[config.mk]
export PLATFORM = sky130hd
export DESIGN_NAME = aurora_event_gate
export DESIGN_NICKNAME = d
export VERILOG_FILES = /design/src/rtl/aurora_event_gate.sv
export SDC_FILE = /design/constraint.sdc
export NUM_CORES = 1
export LEC_CHECK = 0
export CAP_MARGIN = 20
export CORE_ASPECT_RATIO = 1.5
export CORE_MARGIN = 10
export CORE_UTILIZATION = 38
export CTS_BUF_LIST = sky130_fd_sc_hd__clkbuf_2 sky130_fd_sc_hd__clkbuf_4 sky130_fd_sc_hd__clkbuf_8
export DETAILED_ROUTE_END_ITERATION = 8
export GPL_TIMING_DRIVEN = 0
export HOLD_SLACK_MARGIN = 0.05
export PLACE_DENSITY = 0.83
export SLEW_MARGIN = 20
export SYNTH_ARGS = -nofsm -noshare
export SYNTH_HDL_FRONTEND = slang
export SYNTH_SLANG_ARGS = --single-unit
[constraint.sdc]
create_clock -name aclk -period 2 [get_ports aclk]
set_input_delay 0.4 -clock aclk [delete_from_list [all_inputs] [get_ports aclk]]
set_output_delay 0.4 -clock aclk [all_outputs]
set_load 0.05 [all_outputs]
[src/rtl/aurora_event_gate.sv]
// Frame-aware N-channel pass/trash gate for TURFIO Aurora event streams.
// Optional stall watchdog enabled by defining AURORA_EVENT_GATE_WATCHDOG_EN.
module aurora_event_gate #(
   parameter int NCHAN          = 4,
   parameter int DW             = 32,
   parameter int CNT_WIDTH      = 16,
   parameter int TIMEOUT_CYCLES = 65535
) (
   input  logic                       aclk,
   input  logic                       aresetn,
   input  logic                       event_open_i,
   input  logic [NCHAN-1:0]           chan_mask_i,
   input  logic                       clear_i,
   input  logic [NCHAN*DW-1:0]        s_axis_tdata,
   input  logic [NCHAN-1:0]           s_axis_tvalid,
   output logic [NCHAN-1:0]           s_axis_tready,
   input  logic [NCHAN-1:0]           s_axis_tlast,
   output logic [NCHAN*DW-1:0]        m_axis_tdata,
   output logic [NCHAN-1:0]           m_axis_tvalid,
   input  logic [NCHAN-1:0]           m_axis_tready,
   output logic [NCHAN-1:0]           m_axis_tlast,
   output logic [NCHAN-1:0]           in_frame_o,
   output logic [NCHAN*CNT_WIDTH-1:0] pass_count_o,
   output logic [NCHAN*CNT_WIDTH-1:0] drop_count_o,
   output logic [NCHAN-1:0]           stall_o
);

   (* ASYNC_REG = "TRUE" *) logic [1:0] open_sync;
   logic             open_q;
   logic [NCHAN-1:0] in_frame;
   logic [NCHAN-1:0] mode;
   logic [NCHAN-1:0] eff;
   logic [NCHAN-1:0] acc;

   always_ff @(posedge aclk or negedge aresetn) begin
      if (!aresetn) begin
         open_sync <= 2'b00;
      end else begin
         open_sync <= {open_sync[0], event_open_i};
      end
   end

   assign open_q = open_sync[1];

   // Decision is latched while mid-frame; open/mask only matter at frame start.
   always_comb begin
      eff           = '0;
      acc           = '0;
      s_axis_tready = '0;
      m_axis_tvalid = '0;
      for (int i = 0; i < NCHAN; i++) begin
         eff[i]           = in_frame[i] ? mode[i]
                                        : (open_q & ~chan_mask_i[i]);
         s_axis_tready[i] = eff[i] ? m_axis_tready[i] : 1'b1;
         m_axis_tvalid[i] = eff[i] & s_axis_tvalid[i];
         acc[i]           = s_axis_tvalid[i]
                          & (~eff[i] | m_axis_tready[i]);
      end
   end

   assign m_axis_tdata = s_axis_tdata;
   assign m_axis_tlast = s_axis_tlast;
   assign in_frame_o   = in_frame;

   always_ff @(posedge aclk or negedge aresetn) begin
      if (!aresetn) begin
         in_frame <= '0;
         mode     <= '0;
      end else begin
         for (int i = 0; i < NCHAN; i++) begin
            if (acc[i]) begin
               in_frame[i] <= ~s_axis_tlast[i];
               if (!s_axis_tlast[i]) begin
                  mode[i] <= eff[i];
               end
            end
         end
      end
   end

   for (genvar g = 0; g < NCHAN; g++) begin : g_ch
      logic [CNT_WIDTH-1:0] pass_cnt;
      logic [CNT_WIDTH-1:0] drop_cnt;
      logic                 eof;

      assign eof = acc[g] & s_axis_tlast[g];

      always_ff @(posedge aclk or negedge aresetn) begin
         if (!aresetn) begin
            pass_cnt <= '0;
            drop_cnt <= '0;
         end else if (clear_i) begin
            pass_cnt <= '0;
            drop_cnt <= '0;
         end else if (eof) begin
            if (eff[g]) begin
               if (pass_cnt != '1) begin
                  pass_cnt <= pass_cnt + CNT_WIDTH'(1);
               end
            end else begin
               if (drop_cnt != '1) begin
                  drop_cnt <= drop_cnt + CNT_WIDTH'(1);
               end
            end
         end
      end

      assign pass_count_o[g*CNT_WIDTH +: CNT_WIDTH] = pass_cnt;
      assign drop_count_o[g*CNT_WIDTH +: CNT_WIDTH] = drop_cnt;

`ifdef AURORA_EVENT_GATE_WATCHDOG_EN
      localparam int WW = $clog2(TIMEOUT_CYCLES + 1);
      localparam logic [WW-1:0] WMAX = WW'(TIMEOUT_CYCLES);

      logic [WW-1:0] wd_cnt;
      logic [WW-1:0] wd_nxt;
      logic          stall;

      // Idle-in-frame cycle count, parked at the threshold.
      always_comb begin
         wd_nxt = wd_cnt;
         if (!in_frame[g] || acc[g]) begin
            wd_nxt = '0;
         end else if (wd_cnt != WMAX) begin
            wd_nxt = wd_cnt + WW'(1);
         end
      end

      always_ff @(posedge aclk or negedge aresetn) begin
         if (!aresetn) begin
            wd_cnt <= '0;
            stall  <= 1'b0;
         end else if (clear_i) begin
            wd_cnt <= '0;
            stall  <= 1'b0;
         end else begin
            wd_cnt <= wd_nxt;
            if (wd_nxt == WMAX) begin
               stall <= 1'b1;
            end
         end
      end

      assign stall_o[g] = stall;
`else
      assign stall_o[g] = 1'b0;
`endif
   end

endmodule
==> key figures, run 1 <==
Setup path
  • CP startpoint: open_sync[1]$_DFF_PN0_
  • Critical path fanouts, max: 4
  • CP Data Arrival Time: 1890 ps
  • CP endpoint kind: output port
  • Critical R2R Launch: open_sync[1]$_DFF_PN0_
  • WS Path Type: flop to output port
  • FF-to-FF path depth: 6
  • Reg2Reg Setup Slack: -220 ps
  • Worst EP required: 1600 ps
  • CP endpoint: s_axis_tready[2]
  • Startpoint Class: flop
  • Reg-to-Reg End: g_ch[0].drop_cnt[15]$_DFFE_PN0P_

STA
  • Relative slew slack: 0.355
  • Fin crit share: 1.15
  • Setup ws final: -290 ps
  • Final TNS setup: -5280 ps
  • Final Max Tran Viols: 0
  • Worst Skew: 15.8 ps
  • RSZ-0062 raised after global routing: yes
  • Final setup vio count: 61
  • Fmax: 0.437 GHz
  • Worst slew pin tran: 968 ps
  • Final min period: 2290 ps
  • Final Hold Violating Endpoints: 0

Routing
  • Detailed Route Iter0 Violations: 431
  • Vias: 8373
  • Post-route ant nets: 0
  • Wire per inst: 21.7 µm
  • First drt pass iteration count: 5
  • Final Routed Wirelength: 33900 µm
  • Drt drc: 0
  • Via/cell ratio: 5.36

Floorplanning
  • Row cnt: 66
  • DIE WIDTH: 142 µm
  • Core footprint: 21800 µm²
  • Die height: 203 µm
  • Initial core utilization: 0.388
  • Die area: 28700 µm²
  • IO Pins: 424

CTS
  • CTS tree: built
  • Clk slew on worst S/H paths: 80 ps
  • H-tree levels: 4
  • Max Buffers Root-to-Sink: 2
  • TritonCTS buffer count: 17
  • Root buffer cell: clkbuf_8
  • Sinks on the clock net: 138
  • Clock Latency Late Sink: 450 ps

Yosys
  • Simple-gate area share of the yosys netlist: 0.266
  • Synth cell types: 60
  • Xor/xnor share of the synthesized area: 0.100
  • YS warnings: 0
  • Largest family of logic cells by synthesized area: simple AND/OR/NAND/NOR gates
  • Post-synth ARST share: 1.00
  • Post-synthesis compound-gate area fraction: 0.0712
  • Mux share of post-synthesis cell area: 0.00473
  • Sequential share of the synthesized area: 0.408
  • EDFF count, synth: 0
  • Synth Cell Area: 8460 µm²
  • Synth Register Bits: 138
  • Post-synthesis cell count: 927
  • Synth Area in Adders: 0.0118
  • Ys flop type: dfrtp_1
  • Syn_area_per_cell: 9.12 µm²

Pwr
  • Sequential share of power: 0.426
  • P_int: 0.00450 W
  • Maximum VDD drop: 0.000357 V
  • Lkg Pwr: 5.70 nW
  • Switching part of the total: 0.336
  • Power Density: 513 nW/µm²
  • Gate power share: 0.263
  • Sw Pwr: 0.00228 W
  • Clk pwr share: 0.311

Outcome
  • Violated checks: setup timing
  • Outcome: complete, but fails checks

Placement
  • Input/output buffers: 289
  • Placed cells: 1492
  • Post-DP HPWL: 25600 µm
  • Final GP Congestion: 0.882

Global routing
  • Gr ovfl total: 0
  • Initial antenna violation count: 4
  • GR peak layer: met2
  • Vias in the first global route: 8562
  • Met1 global-route usage: 0.198
  • Largest net degree at the start of global routing: 93
  • GR met2 Demand/Resource: 0.412
  • Global-route wire length before repair: 49300 µm
  • Met3 Usage GRT: 0.0983
  • Tot GR Track Use: 0.217

Finish
  • Area delta synth->final: 56.0%
  • Sequential cell area: 3510 µm²
  • Multi-input gate area: 4680 µm²
  • FILL cells: 1819
  • Layout cells sized above 1: 0.303
  • Fin nets: 1431
  • Fin cells: 1562

Worst hold path
  • Worst hold path depth: 0
  • Hold crit path type: flop to flop

Job
  • Max-Cap Viols: 0
## metal layers
layer | vias up | routed length [µm]
li1 | 3829 | -
met1 | 4057 | 11100
met2 | 429 | 18500
met3 | 54 | 3620
met4 | 4 | 686
met5 | - | 27
## timing repair
| action | 4_1_cts | 5_1_grt |
|---|---|---|
| hold buffers | 1 | 0 |
| pin swaps | 32 | 28 |
| hold endpoints to repair | 46 | 0 |
| resized for setup | 281 | 92 |
| endpoints found under the setup margin | 258 | 121 |
| cloned | 1 | 0 |
| setup buffers | 17 | 21 |
## power groups by stage
stage	Sequential [W]	Clock [W]	Combinational (W)
final	0.00289	0.00210	0.00178
after global routing	0.00289	0.00227	0.00188
after CTS	0.00289	0.00216	0.00176
after detailed placement	0.00294	0	0.00169
after global placement	0.00294	0	0.00167
after floorplan	0.00303	0	0.00101
## worst max-delay path: stages, from the launching register on
cell and delay, ps:
dfrtp_2 460, or3b_4 400, and2_4 180, or2_4 240, buf_6 150
## sequential cells by signal (all words and copies together), names as in the netlist
register and count:
g_ch.drop_cnt 64, g_ch.pass_cnt 64, in_frame_o 4, mode 4
open_sync 2
## layout by cell type, fill, tap and decap left out, types with 6 or more instances in the layout
| master | instances |
|---|---|
| nor3_4 | 6 |
| clkbuf_8 | 20 |
| clkbuf_1 | 14 |
| dfrtp_1 | 96 |
| nand3_1 | 44 |
| inv_1 | 8 |
| clkbuf_4 | 6 |
| clkbuf_2 | 8 |
| nand2_1 | 52 |
| and4_1 | 14 |
| nor2_1 | 115 |
| buf_6 | 14 |
| o21ai_0 | 18 |
| buf_4 | 163 |
| ha_1 | 7 |
| nand4_1 | 41 |
| nor4_4 | 22 |
| nor3_2 | 10 |
| xor2_1 | 10 |
| nor4_2 | 12 |
| dlygate4sd2_1 | 126 |
| nor4_1 | 6 |
| clkdlybuf4s50_1 | 143 |
| a21oi_1 | 25 |
| and3_1 | 14 |
| or3_1 | 9 |
| xnor2_1 | 87 |
| dfrtp_2 | 42 |
| nor3_1 | 16 |
## worst min path at each step
| stage | from | endpoint | slack, ps |
|---|---|---|---|
| 6_report | open_sync[0]$_DFF_PN0_ | open_sync[1]$_DFF_PN0_ | 360 |
| 5_1_grt | event_open_i | open_sync[0]$_DFF_PN0_ | 360 |
| 4_1_cts | s_axis_tvalid[2] | in_frame_o[2]$_DFFE_PN0N_ | 350 |
| 3_5_place_dp | aresetn | g_ch[0].drop_cnt[3]$_DFFE_PN0P_ | 330 |
| 3_3_place_gp | open_sync[0]$_DFF_PN0_ | open_sync[1]$_DFF_PN0_ | 330 |
| 2_1_floorplan | aresetn | g_ch[0].drop_cnt[0]$_DFFE_PN0P_ | 100 |
## synthesized netlist by cell type (all sizes together), types with 7 or more instances
master  number  area, µm²
or3         12       75.1
nor4        40        263
a21oi       28        140
xnor2       87        762
buf        138       1030
clkbuf      25       93.8
and4        16        143
ha           8        100
dfrtp      138       3450
nand4       41        257
xor2        10       87.6
nor2       119        447
nand3       48        240
a211oi       7       57.6
or2          7       43.8
nor3b        7       63.8
inv          8       30.0
and2         7       43.8
and3        14       87.6
nor3        32        160
nor4b        7       61.3
nand2       52        195
o21ai       19       95.1
## kinds of logic (layout without fill, tap and decap cells)
kind of cell,Yosys count,count (layout)
muxes,4,4
adders and majority gates,8,8
and+or+nand+nor,424,424
DFF,138,138
AOI/OAI and AO/OA,84,84
xor gates and xnor gates,97,97
buffers and inverters,171,529
other,1,6
## layout make-up
| cell class | count | share of cell area |
|---|---|---|
| Buffer | 160 | 0.0865 |
| Sequential cell | 138 | 0.266 |
| Timing Repair Buffer | 329 | 0.238 |
| Clock buffer | 25 | 0.0237 |
| Tap cell | 272 | 0.0258 |
| Multi-Input combinational cell | 621 | 0.355 |
| Clock inverter | 7 | 0.00322 |
| Inverter | 8 | 0.00228 |
| Antenna cell | 2 | 0.000379 |
## per-stage QoR
step / worst slack [ps] / util / total power (W) / cell area, µm² / hold WS [ps]
final: -290 / 0.605 / 0.00677 / 13200 / 355
after CTS: -355 / 0.580 / 0.00681 / 12600 / 348
after global routing: -363 / 0.605 / 0.00704 / 13200 / 362
after global placement: -5670 / 0.542 / 0.00461 / 11800 / 334
after floorplan: -139 / - / 0.00404 / 8590 / 104
after detailed placement: -968 / 0.544 / 0.00463 / 11900 / 327
Note: power is estimated with default switching activity, not from simulation.
==> run 2, diff against run 1 <==
--- a/config.mk
+++ b/config.mk
@@ -6,14 +6,13 @@
 export NUM_CORES = 1
 export LEC_CHECK = 0
 export CAP_MARGIN = 20
-export CORE_ASPECT_RATIO = 1.5
-export CORE_MARGIN = 10
-export CORE_UTILIZATION = 38
+export CORE_AREA = 2 2 167 169
 export CTS_BUF_LIST = sky130_fd_sc_hd__clkbuf_2 sky130_fd_sc_hd__clkbuf_4 sky130_fd_sc_hd__clkbuf_8
 export DETAILED_ROUTE_END_ITERATION = 8
+export DIE_AREA = 0 0 169 171
 export GPL_TIMING_DRIVEN = 0
 export HOLD_SLACK_MARGIN = 0.05
-export PLACE_DENSITY = 0.83
+export PLACE_DENSITY = 0.71
 export SLEW_MARGIN = 20
 export SYNTH_ARGS = -nofsm -noshare
 export SYNTH_HDL_FRONTEND = slang
==> run 2 against run 1 <==
  * The run still ends with setup timing left
  * Clock power rose by 15%
  * Cell count rose by 5.1%
  * Clock skew barely moved
  * Sequential power barely moved
  * Power rose by 5.1%
  * Largest power group unchanged
  * Via count fell by 2.0%
  * Wire length fell by 20%
  * Largest cell class unchanged
  * Hold slack improved by 4.4 ps
  * Maximum frequency fell by 3.2%
==> key figures, run 2 (synthesis gave the netlist of run 1 again) <==
Outcome
  • Violated checks: setup timing
  • Outcome: complete, but fails checks

STA
  • RSZ-0062 raised after global routing: yes
  • Setup ws final: -367 ps
  • Fmax: 0.422 GHz
  • Hold slack: 360 ps
  • Final Max Tran Viols: 0
  • Final setup vio count: 54
  • Final Hold Violating Endpoints: 0
  • Worst Skew: 16.3 ps
  • Final min period: 2370 ps
  • Worst slew pin tran: 1050 ps
  • Fin crit share: 1.18
  • Relative slew slack: 0.298

Setup path
  • Reg2Reg Setup Slack: -260 ps
  • CP endpoint kind: output port
  • Critical path fanouts, max: 4
  • Reg-to-Reg End: g_ch[0].drop_cnt[15]$_DFFE_PN0P_
  • Worst EP required: 1600 ps
  • Startpoint Class: flop
  • WS Path Type: flop to output port
  • CP Data Arrival Time: 1970 ps
  • Critical R2R Launch: open_sync[1]$_DFF_PN0_
  • FF-to-FF path depth: 7

Routing
  • Detailed Route Iter0 Violations: 546
  • Wire per inst: 16.6 µm
  • Final Routed Wirelength: 27300 µm
  • Via/cell ratio: 5.00
  • First drt pass iteration count: 4
  • Drt drc: 0
  • Vias: 8208
  • Post-route ant nets: 0

CTS
  • TritonCTS buffer count: 17
  • H-tree levels: 4
  • Clk slew on worst S/H paths: 100 ps
  • Max Buffers Root-to-Sink: 2
  • Root buffer cell: clkbuf_8
  • Sinks on the clock net: 138
  • Clock Latency Late Sink: 450 ps
  • CTS tree: built

Worst hold path
  • HP Start: open_sync[0]$_DFF_PN0_
  • Worst Hold End: open_sync[1]$_DFF_PN0_
  • Worst hold path depth: 0
  • Hold crit path type: flop to flop

Placement
  • Placed cells: 1566
  • Final GP Congestion: 0.873
  • Input/output buffers: 289
  • Post-DP HPWL: 18600 µm

Floorplanning
  • Row cnt: 61
  • Die area: 28900 µm²
  • IO Pins: 424
  • Initial core utilization: 0.310
  • Die height: 171 µm
  • Core footprint: 27300 µm²
  • DIE WIDTH: 169 µm

Global routing
  • Initial antenna violation count: 0
  • Gr ovfl total: 0
  • Tot GR Track Use: 0.175
  • Vias in the first global route: 7778
  • Global-route wire length before repair: 40700 µm
  • Largest net degree at the start of global routing: 93

Pwr
  • Power Density: 519 nW/µm²
  • P_int: 0.00468 W
  • Maximum VDD drop: 0.000385 V
  • Sequential share of power: 0.406
  • Switching part of the total: 0.342
  • Lkg Pwr: 5.88 nW
  • Sw Pwr: 0.00244 W
  • Clk pwr share: 0.338
  • Gate power share: 0.256

Finish
  • Largest registers: g_ch.drop_cnt x64, g_ch.pass_cnt x64
  • Area delta synth->final: 62.0%
  • Number of diodes: 0
  • Commonest non-fill, non-tap cell in the layout: buf_4
  • Fin nets: 1438
  • Layout cells sized above 1: 0.331
  • Fin cells: 1641
  • Most frequent cells in the layout: buf_4 (167), clkdlybuf4s50_1 (143), dlygate4sd2_1 (131)

Job
  • Max-Cap Viols: 0
run 2: cell types whose count changed in the layout (fill, tap and decap cells not counted), moves of 5 or more:
cell	change
nor4_4	+6
clkbuf_2	-5
dlygate4sd2_1	+5
buf_8	+5
inv_6	+5
nor3_2	+8
nor3_1	-11
run 2: layout make-up:
type | count | area [µm²]
fill | 2521 | 13600
multi-input combinational | 621 | 4910
sequential | 138 | 3510
timing repair buffer | 337 | 3240
buffer | 159 | 1170
tap | 346 | 433
clock buffer | 18 | 241
clock inverter | 14 | 161
inverter | 8 | 30.0
run 2: per-stage QoR:
stage / util / worst slack, ps / setup TNS, ps / instance area [µm²] / total power (W)
global route: 0.502 / -417 / -10160 / 13700 / 0.00743
detailed placement: 0.437 / -980 / -54120 / 12000 / 0.00460
finish: 0.502 / -367 / -6250 / 13700 / 0.00712
floorplan: - / -139 / -287 / 8590 / 0.00404
global placement: 0.436 / -5930 / -812400 / 11900 / 0.00458
CTS: 0.469 / -396 / -4250 / 12800 / 0.00715
run 2: power by group through the flow:
| stage | Clock, W | Combinational [W] | Sequential (W) |
|---|---|---|---|
| after floorplan | 0 | 0.00101 | 0.00303 |
| after global placement | 0 | 0.00163 | 0.00295 |
| after detailed placement | 0 | 0.00166 | 0.00294 |
| after CTS | 0.00252 | 0.00174 | 0.00289 |
| after global routing | 0.00262 | 0.00192 | 0.00289 |
| final | 0.00241 | 0.00182 | 0.00289 |
run 2: worst max-delay path by stage:
| stage | end | slack [ps] | start |
|---|---|---|---|
| 2_1_floorplan | g_ch[1].drop_cnt[15]$_DFFE_PN0P_ | -140 | g_ch[1].drop_cnt[0]$_DFFE_PN0P_ |
| 3_3_place_gp | g_ch[0].drop_cnt[1]$_DFFE_PN0P_ | -5930 | aresetn |
| 3_5_place_dp | s_axis_tready[0] | -980 | chan_mask_i[0] |
| 4_1_cts | s_axis_tready[2] | -400 | open_sync[1]$_DFF_PN0_ |
| 5_1_grt | s_axis_tready[2] | -420 | open_sync[1]$_DFF_PN0_ |
| 6_report | s_axis_tready[2] | -370 | open_sync[1]$_DFF_PN0_ |
run 2: routing by layer:
| layer | part of all wire | global-route usage |
|---|---|---|
| met3 | 0.057 | 0.0365 |
| met2 | 0.52 | 0.313 |
| met4 | 0.013 | 0.0438 |
| met1 | 0.41 | 0.215 |
| met5 | 0 | 0 |
run 2: critical path: stages (launching register included):
cell	delay (ps)
dfrtp_2	520
or3b_4	420
and2_4	190
or2_4	240
buf_6	150
run 2: what timing repair did:
action                                  in CTS  in global routing
resized for setup                          293                137
buffers inserted                            18                 26
cloned                                       0                  3
hold buffers                                 1                  0
endpoints found under the setup margin     258                123
pin swaps                                   41                 66
hold endpoints to repair                    46                  0
